===== config.mk =====
export PLATFORM = sky130hd
export DESIGN_NAME = lc3b_mem_arbiter_flat
export DESIGN_NICKNAME = d
export VERILOG_FILES = /design/src/rtl/lc3b_mem_arbiter_if.sv /design/src/rtl/lc3b_mem_arbiter.sv /design/src/flat_wrapper.sv
export SDC_FILE = /design/constraint.sdc
export NUM_CORES = 1
export LEC_CHECK = 0
export ABC_CLOCK_PERIOD_IN_PS = 1900
export CAP_MARGIN = 20
export CORE_ASPECT_RATIO = 1.2
export CORE_UTILIZATION = 40
export CTS_BUF_LIST = sky130_fd_sc_hd__clkbuf_8 sky130_fd_sc_hd__clkbuf_16
export CTS_CLUSTER_SIZE = 28
export DETAILED_ROUTE_END_ITERATION = 7
export GPL_ROUTABILITY_DRIVEN = 0
export PLACE_DENSITY = 0.77
export SYNTH_ARGS = -nofsm -noshare
export SYNTH_HDL_FRONTEND = slang
export SYNTH_SLANG_ARGS = --single-unit

===== constraint.sdc =====
create_clock -name clk -period 1.9 [get_ports clk]
set_clock_uncertainty 0.1 [all_clocks]
set_input_delay 0.19 -clock clk [delete_from_list [all_inputs] [get_ports clk]]
set_output_delay 0.19 -clock clk [all_outputs]
set_load 0.03 [all_outputs]

===== src/rtl/lc3b_mem_arbiter_if.sv =====
// Bus bundle between the LC-3b datapath memory ports, the arbiter and the
// single-ported physical memory. The arbiter uses the slave view; the
// master view is the environment (datapath plus physical memory).
interface lc3b_mem_arbiter_if #(
    parameter int ADDR_WIDTH = 16,
    parameter int DATA_WIDTH = 16
);
    // Port 1: instruction fetch (read-only)
    logic [ADDR_WIDTH-1:0] mem_addr1;
    logic                  mem_read1;
    logic [DATA_WIDTH-1:0] mem_rdata1;
    logic                  mem_resp1;

    // Port 2: data (read/write)
    logic [ADDR_WIDTH-1:0] mem_addr2;
    logic                  mem_read2;
    logic                  mem_write2;
    logic [DATA_WIDTH-1:0] mem_wdata2;
    logic [DATA_WIDTH-1:0] mem_rdata2;
    logic                  mem_resp2;

    // Physical memory side
    logic [ADDR_WIDTH-1:0] pmem_address;
    logic                  pmem_read;
    logic                  pmem_write;
    logic [DATA_WIDTH-1:0] pmem_wdata;
    logic [DATA_WIDTH-1:0] pmem_rdata;
    logic                  pmem_resp;

    modport slave (
        input  mem_addr1, mem_read1,
        output mem_rdata1, mem_resp1,
        input  mem_addr2, mem_read2, mem_write2, mem_wdata2,
        output mem_rdata2, mem_resp2,
        output pmem_address, pmem_read, pmem_write, pmem_wdata,
        input  pmem_rdata, pmem_resp
    );

    modport master (
        output mem_addr1, mem_read1,
        input  mem_rdata1, mem_resp1,
        output mem_addr2, mem_read2, mem_write2, mem_wdata2,
        input  mem_rdata2, mem_resp2,
        input  pmem_address, pmem_read, pmem_write, pmem_wdata,
        output pmem_rdata, pmem_resp
    );
endinterface


===== src/rtl/lc3b_mem_arbiter.sv =====
// Two-port to one-port memory arbiter for the pipelined LC-3b datapath.
// Fetch (port 1) and data (port 2) requests are serialized onto a single
// physical memory; ties alternate between ports. Every pmem output comes
// from a register or from the state, so no CPU input reaches pmem
// combinationally.
module lc3b_mem_arbiter #(
    parameter int ADDR_WIDTH = 16,
    parameter int DATA_WIDTH = 16
) (
    input  logic              clk,
    input  logic              rst,
    lc3b_mem_arbiter_if.slave bus
);
    typedef enum logic [2:0] {
        S_IDLE  = 3'd0,
        S_BUSY1 = 3'd1,
        S_BUSY2 = 3'd2,
        S_ACK1  = 3'd3,
        S_ACK2  = 3'd4
    } state_t;

    state_t                r_state;
    state_t                w_state_next;
    logic                  r_last_served;   // 0: port 1 served last, 1: port 2
    logic                  r_is_write;
    logic [ADDR_WIDTH-1:0] r_addr;
    logic [DATA_WIDTH-1:0] r_wdata;
    logic [DATA_WIDTH-1:0] r_rdata1;
    logic [DATA_WIDTH-1:0] r_rdata2;

    logic w_pend1;
    logic w_pend2;
    logic w_grant2;
    logic w_start;

    assign w_pend1  = bus.mem_read1;
    assign w_pend2  = bus.mem_read2 | bus.mem_write2;
    // Port 2 wins when alone, or on a tie when port 1 was served last.
    assign w_grant2 = w_pend2 & (~w_pend1 | ~r_last_served);
    assign w_start  = (r_state == S_IDLE) & (w_pend1 | w_pend2);

    // State register.
    always_ff @(posedge clk) begin
        if (rst) begin
            r_state <= S_IDLE;
        end else begin
            r_state <= w_state_next;
        end
    end

    // Next-state selection: arbitrate in IDLE, wait for pmem_resp in BUSY.
    always_comb begin
        w_state_next = r_state;
        case (r_state)
            S_IDLE: begin
                if (w_start) begin
                    w_state_next = w_grant2 ? S_BUSY2 : S_BUSY1;
                end
            end
            S_BUSY1: if (bus.pmem_resp) w_state_next = S_ACK1;
            S_BUSY2: if (bus.pmem_resp) w_state_next = S_ACK2;
            S_ACK1:  w_state_next = S_IDLE;
            S_ACK2:  w_state_next = S_IDLE;
            default: w_state_next = S_IDLE;
        endcase
    end

    // Strobes and responses decoded from the state and latched op only.
    always_comb begin
        bus.pmem_read  = 1'b0;
        bus.pmem_write = 1'b0;
        bus.mem_resp1  = 1'b0;
        bus.mem_resp2  = 1'b0;
        case (r_state)
            S_BUSY1: bus.pmem_read = 1'b1;
            S_BUSY2: begin
                bus.pmem_read  = ~r_is_write;
                bus.pmem_write = r_is_write;
            end
            S_ACK1:  bus.mem_resp1 = 1'b1;
            S_ACK2:  bus.mem_resp2 = 1'b1;
            default: ;
        endcase
    end

    // Request latching on grant, read-data capture and fairness bookkeeping.
    always_ff @(posedge clk) begin
        if (rst) begin
            r_last_served <= 1'b1;
            r_is_write    <= 1'b0;
            r_addr        <= '0;
            r_wdata       <= '0;
            r_rdata1      <= '0;
            r_rdata2      <= '0;
        end else begin
            if (w_start) begin
                if (w_grant2) begin
                    r_addr     <= bus.mem_addr2;
                    r_wdata    <= bus.mem_wdata2;
                    // read+write together is treated as a write
                    r_is_write <= bus.mem_write2;
                end else begin
                    r_addr     <= bus.mem_addr1;
                    r_is_write <= 1'b0;
                end
            end
            if ((r_state == S_BUSY1) && bus.pmem_resp) begin
                r_rdata1      <= bus.pmem_rdata;
                r_last_served <= 1'b0;
            end
            if ((r_state == S_BUSY2) && bus.pmem_resp) begin
                if (!r_is_write) begin
                    r_rdata2 <= bus.pmem_rdata;
                end
                r_last_served <= 1'b1;
            end
        end
    end

    assign bus.pmem_address = r_addr;
    assign bus.pmem_wdata   = r_wdata;
    assign bus.mem_rdata1   = r_rdata1;
    assign bus.mem_rdata2   = r_rdata2;
endmodule


===== src/flat_wrapper.sv =====
// flat-port wrapper written by rule: the top's interface ports become plain ports
module lc3b_mem_arbiter_flat 
#(
    parameter int ADDR_WIDTH = 16,
    parameter int DATA_WIDTH = 16
)
  (clk, rst, bus_mem_addr1, bus_mem_read1, bus_mem_rdata1, bus_mem_resp1, bus_mem_addr2, bus_mem_read2, bus_mem_write2, bus_mem_wdata2, bus_mem_rdata2, bus_mem_resp2, bus_pmem_address, bus_pmem_read, bus_pmem_write, bus_pmem_wdata, bus_pmem_rdata, bus_pmem_resp);
  lc3b_mem_arbiter_if #(.ADDR_WIDTH(ADDR_WIDTH), .DATA_WIDTH(DATA_WIDTH)) bus_i ();
  input  logic clk;
  input  logic rst;
  input wire logic [$bits(bus_i.mem_addr1)-1:0] bus_mem_addr1;
  input wire logic [$bits(bus_i.mem_read1)-1:0] bus_mem_read1;
  output wire logic [$bits(bus_i.mem_rdata1)-1:0] bus_mem_rdata1;
  output wire logic [$bits(bus_i.mem_resp1)-1:0] bus_mem_resp1;
  input wire logic [$bits(bus_i.mem_addr2)-1:0] bus_mem_addr2;
  input wire logic [$bits(bus_i.mem_read2)-1:0] bus_mem_read2;
  input wire logic [$bits(bus_i.mem_write2)-1:0] bus_mem_write2;
  input wire logic [$bits(bus_i.mem_wdata2)-1:0] bus_mem_wdata2;
  output wire logic [$bits(bus_i.mem_rdata2)-1:0] bus_mem_rdata2;
  output wire logic [$bits(bus_i.mem_resp2)-1:0] bus_mem_resp2;
  output wire logic [$bits(bus_i.pmem_address)-1:0] bus_pmem_address;
  output wire logic [$bits(bus_i.pmem_read)-1:0] bus_pmem_read;
  output wire logic [$bits(bus_i.pmem_write)-1:0] bus_pmem_write;
  output wire logic [$bits(bus_i.pmem_wdata)-1:0] bus_pmem_wdata;
  input wire logic [$bits(bus_i.pmem_rdata)-1:0] bus_pmem_rdata;
  input wire logic [$bits(bus_i.pmem_resp)-1:0] bus_pmem_resp;
  assign bus_i.mem_addr1 = bus_mem_addr1;
  assign bus_i.mem_read1 = bus_mem_read1;
  assign bus_mem_rdata1 = bus_i.mem_rdata1;
  assign bus_mem_resp1 = bus_i.mem_resp1;
  assign bus_i.mem_addr2 = bus_mem_addr2;
  assign bus_i.mem_read2 = bus_mem_read2;
  assign bus_i.mem_write2 = bus_mem_write2;
  assign bus_i.mem_wdata2 = bus_mem_wdata2;
  assign bus_mem_rdata2 = bus_i.mem_rdata2;
  assign bus_mem_resp2 = bus_i.mem_resp2;
  assign bus_pmem_address = bus_i.pmem_address;
  assign bus_pmem_read = bus_i.pmem_read;
  assign bus_pmem_write = bus_i.pmem_write;
  assign bus_pmem_wdata = bus_i.pmem_wdata;
  assign bus_i.pmem_rdata = bus_pmem_rdata;
  assign bus_i.pmem_resp = bus_pmem_resp;
  lc3b_mem_arbiter #(.ADDR_WIDTH(ADDR_WIDTH), .DATA_WIDTH(DATA_WIDTH)) u_core (.clk(clk), .rst(rst), .bus(bus_i));
endmodule

# After elaboration in Yosys (flattened, before gate mapping)
# Cells that the tools add are included.
[word_totals] register_bits=69 latchBits=0 ram_bits=0 mem_bits_ro=0 out_inout_bits=68 n_memories=0
[op_classes] n_addsub=0 n_mul=0 n_div=0 order_cmp=0 n_eq_ne=7 shift=0 mux=11 bitwise_logic=8 reduce_logical=7
[op_table] operator="16-bit 2-to-1 mux" count=1
[op_table] operator="3-bit 2-to-1 mux" count=3
[op_table] operator="3-bit case mux with 3 select lines" count=1
[op_table] operator="3-bit by 2-bit equality test with 1-bit output, second input constant" count=2
[op_table] operator="1-bit 2-to-1 mux" count=4
[op_table] operator="2-bit != test, second input constant" count=2
[op_table] operator="2-bit AND reduction" count=2
[op_table] operator="3-bit by 1-bit equality test with 1-bit output, second input constant" count=1
[op_table] operator="3-bit equality test, second input constant" count=1
[op_table] operator="3-bit zero test" count=1
[op_table] operator="1-bit NOT" count=3
[op_table] operator="1-bit bitwise OR" count=3
[op_table] operator="3-bit AND reduction" count=1
[op_table] operator="1-bit AND" count=2
[op_table] operator="1-bit logical AND" count=2
[op_table] operator="2-bit 2-to-1 mux" count=1
[op_table] operator="2-bit by 1-bit != test with 1-bit output, second input constant" count=1
[op_table] operator="1-bit case mux with 2 select lines" count=1
[op_table] operator="2-bit OR reduction" count=1

# Logic depth before layout (Yosys ltp)
[depth] ltp_word=6 depth_mapped=5

# Worst setup path before layout
# Ideal clock, no wire load.
[synth_path] path_kind="register to output" start="reg u_core.r_state[1]" end="out bus_pmem_write" arrival_ns=1.501 t_required_ns=1.610 path_slack_ns=0.109 stages_incl_launch_ff=3 n_path_buf=1 path_cell_list="dfxtp_1 > buf_6 > nor4bb_1"
[synth_via] elab_chain_len=2
[synth_lines] item="start, declared" line="lc3b_mem_arbiter.sv:22" rtl="state_t r_state;"
[synth_lines] item="start signal, assigned" line="lc3b_mem_arbiter.sv:47" rtl="r_state <= w_state_next;"
[synth_lines] item="3-bit by 2-bit equality test with 1-bit output" line="lc3b_mem_arbiter.sv:74" rtl="case (r_state)"
[synth_lines] item="1-bit 2-to-1 mux" line="lc3b_mem_arbiter.sv:74"
[synth_lines] item="end, declared" line="flat_wrapper.sv:23" rtl="output wire logic [$bits(bus_i.pmem_write)-1:0] bus_pmem_write;"
# Every way passes these cells.

# Worst setup path in the final report
[layout_path] start="reg u_core.r_state[1]" end="out bus_pmem_read"
[layout_via] elab_chain_len=2 elab_cells_between_ends=3 classes_between="eq/ne: 2; mux: 1"
[layout_lines] item="3-bit by 2-bit equality test with 1-bit output / 3-bit by 1-bit equality test with 1-bit output (equally long branches)" line="lc3b_mem_arbiter.sv:74"
[layout_lines] item="1-bit case mux with 2 select lines *" line="lc3b_mem_arbiter.sv:74"
[layout_lines] item="end, declared" line="flat_wrapper.sv:22" rtl="output wire logic [$bits(bus_i.pmem_read)-1:0] bus_pmem_read;"
# Mark *: on every way between the ends. The rest lies on a longest branch, timed or not.

==> metrics.txt <==
status=complete, no violations; CP top delay family=flip-flops; register area share after synthesis=44.4%; RSZ-0062 raised after global routing=false; DR DRC count=0; die area=8140 µm²; Reg2Reg Depth=3; vias in the first global route=2913; Setup TNS=0 ns; P per Cell Area=998 nW/µm²; top-area cell type share of the netlist area=44.4%; Peak supply drop=523 µV; slowest CP cell=dfxtp_1; EDFF count, synth=0; post-synth cell types=37; Gate power share=34.9%; dominant cells by area after synthesis=dfxtp_1, nand2_1, a21oi_1; crit path kind=reg2out; Clk pwr share=29.2%; launch point of the worst path=u_core.r_state[1]; r2r setup slk=0.26 ns; postcts setup bufs=0; Final Hold Viols=0; pin count of the biggest net entering global routing=40; Overall Power=4.85 mW; Critical Path RT=1.61 ns; Avg WL per Cell=14.6 µm; nets=546; most common cell in the netlist=dfxtp_1; number of setup violations in the final report=0; Starting Density=42.0%; Final Slew Violations=0; switching share of power=33.2%; R2R Path End=u_core.bus.pmem_address[3]; via count=2957; initial antenna violation count=0; sequential fraction of design power=35.9%; mapped cell area=3110 µm²; I/O Buffers=137; hold buffer count at cts=0; TritonCTS clock tree=yes; max-cap violation count=0; root buf cell=clkbuf_8; htree depth=3; worst r2r src=u_core.r_state[2]; LEAKAGE=1.71 nW; Net Count, Synth=413; internal power=3.24 mW; Worst-path clk slew=0.08 ns; most common library cells after synthesis=dfxtp_1, nand2_1, a21oi_1; CP max FO=10; fin crit share=90.7%; Crit path largest cell delay=0.40 ns; hold path start=rst; Via density=5.18; Yosys warnings=0; DP HPWL=5960 µm; Longest Clk Path Bufs=2; num rows=34; Crit. path cell count=4; clock buffers created by TritonCTS=9; IO Count=138; CP bufs+invs=2; worst min-delay path category=in2reg; number of synthesized register bits=69; Clk Latency, worst-skew pair=0.34 ns; critical path, cell by cell=buf_4 -> nand3b_1 -> a21oi_2 -> buf_12; CP Launch Type=flop; final wirelength=8330 µm; diode count=0; critical path capture point type=output pin; crit path to=bus_pmem_read; total grt overflow=0; synth-to-layout area growth=56.3%; Cells after Synth=343; share of layout cells above drive strength 1=14.1%; Psw=1.61 mW; Avg Cell Area, Syn=9.07 µm²; Tot GR Track Use=21.2%; clk sinks=69; global-route wire length before repair=13300 µm; die height=98.6 µm; initial drt markers=124; worst slew pin tran=0.628 ns; Chip Width=82.5 µm; leading area contributor after synthesis=dfxtp_1; WP data arrival=1.43 ns; Tmin final=1.72 ns; Peak Freq=0.580 GHz; Worst slew margin=58.1%; Core Area=7400 µm²; filler cell count=622; router iterations before antenna repair=4; antenna viol nets, final=0; ys async rst share=0%; ys flop type=dfxtp_1
-- layer usage --
layer | up-vias | share of wire [%] | track usage (%)
li1 | 1456 | - | -
met1 | 1382 | 42 | 24.5
met2 | 105 | 48 | 35.5
met3 | 14 | 8.1 | 6.94
met4 | 0 | 1.7 | 8.09
met5 | - | 0 | 0
-- logic make-up (layout without fill, tap and decap cells) --
family,Yosys count,in the layout,synth area share [%]
compound gates,93,93,21.6
buf+inv,32,170,5.75
flops,69,69,44.4
mux,16,16,5.15
simple gates,133,133,23.1
-- cell type report --
cell class	instances	area (µm²)	share of cell area, %
tap	90	113	2.31
multi-input combinational	242	1570	32.3
clock buffer	12	165	3.40
sequential	69	1380	28.4
clock inverter	4	77.6	1.59
inverter	1	3.75	0.0772
timing repair buffer	153	1550	31.9
-- worst min-delay path by stage --
| stage | endpoint | cells past startpoint |
|---|---|---|
| finish | u_core.r_state[2] | 2 |
| detailed placement | u_core.bus.mem_rdata1[4] | 2 |
| global route | u_core.bus.mem_rdata1[12] | 2 |
| global placement | u_core.bus.mem_rdata1[12] | 2 |
| CTS | u_core.r_state[2] | 2 |
| floorplan | u_core.bus.mem_rdata1[0] | 2 |
-- placed cells by master (no fill, tap or decap), types with 2 or more instances in the layout --
master           Yosys  final
a21oi_1             43     42
a21oi_2             10     11
a311oi_1             4      4
a311oi_2            12     12
buf_12               0      6
buf_4                3     13
bufinv_16            0      2
clkbuf_8             0     12
clkdlybuf4s50_1      0    132
dfxtp_1             69     68
mux2i_1             16     16
nand2_1             64     64
nand2b_1            33     33
nand3_1             17     17
nand3b_1             2      2
nor2_1               3      3
nor3b_1              2      2
o21ai_0             16     16
or3_1                2      2
-- registers in the layout, summed over array words and instances (netlist names) --
register                 count
u_core.r_last_served         1
u_core.bus.pmem_wdata       16
u_core.r_is_write            1
u_core.r_state               3
u_core.bus.mem_rdata2       16
u_core.bus.mem_rdata1       16
u_core.bus.pmem_address     16
-- metrics by stage --
stage	worst slack [ns]	utilization, %	hold WS, ns	area (µm²)	instances
after floorplan	0.109	-	0.226	3110	343
after global placement	0.110	62.4	0.343	4620	555
after detailed placement	0.0345	62.4	0.352	4620	555
after CTS	0.0144	65.7	0.247	4860	571
after global routing	0.0586	65.7	0.279	4860	571
final	0.177	65.7	0.262	4860	571
-- power by group through the flow --
stage	logic (mW)	registers, mW	clock network, mW
final	1.69	1.74	1.42
after global routing	1.80	1.76	1.52
after CTS	1.70	1.74	1.44
after detailed placement	1.70	1.77	0
after global placement	1.67	1.77	0
after floorplan	0.735	2.05	0
-- what timing repair did --
action                     in CTS  in global routing
resized for setup               1                  2
pin swaps                       0                  0
cloned                          0                  0
setup endpoints to repair       1                  2
No activity file was read; power rests on OpenSTA's default activity.
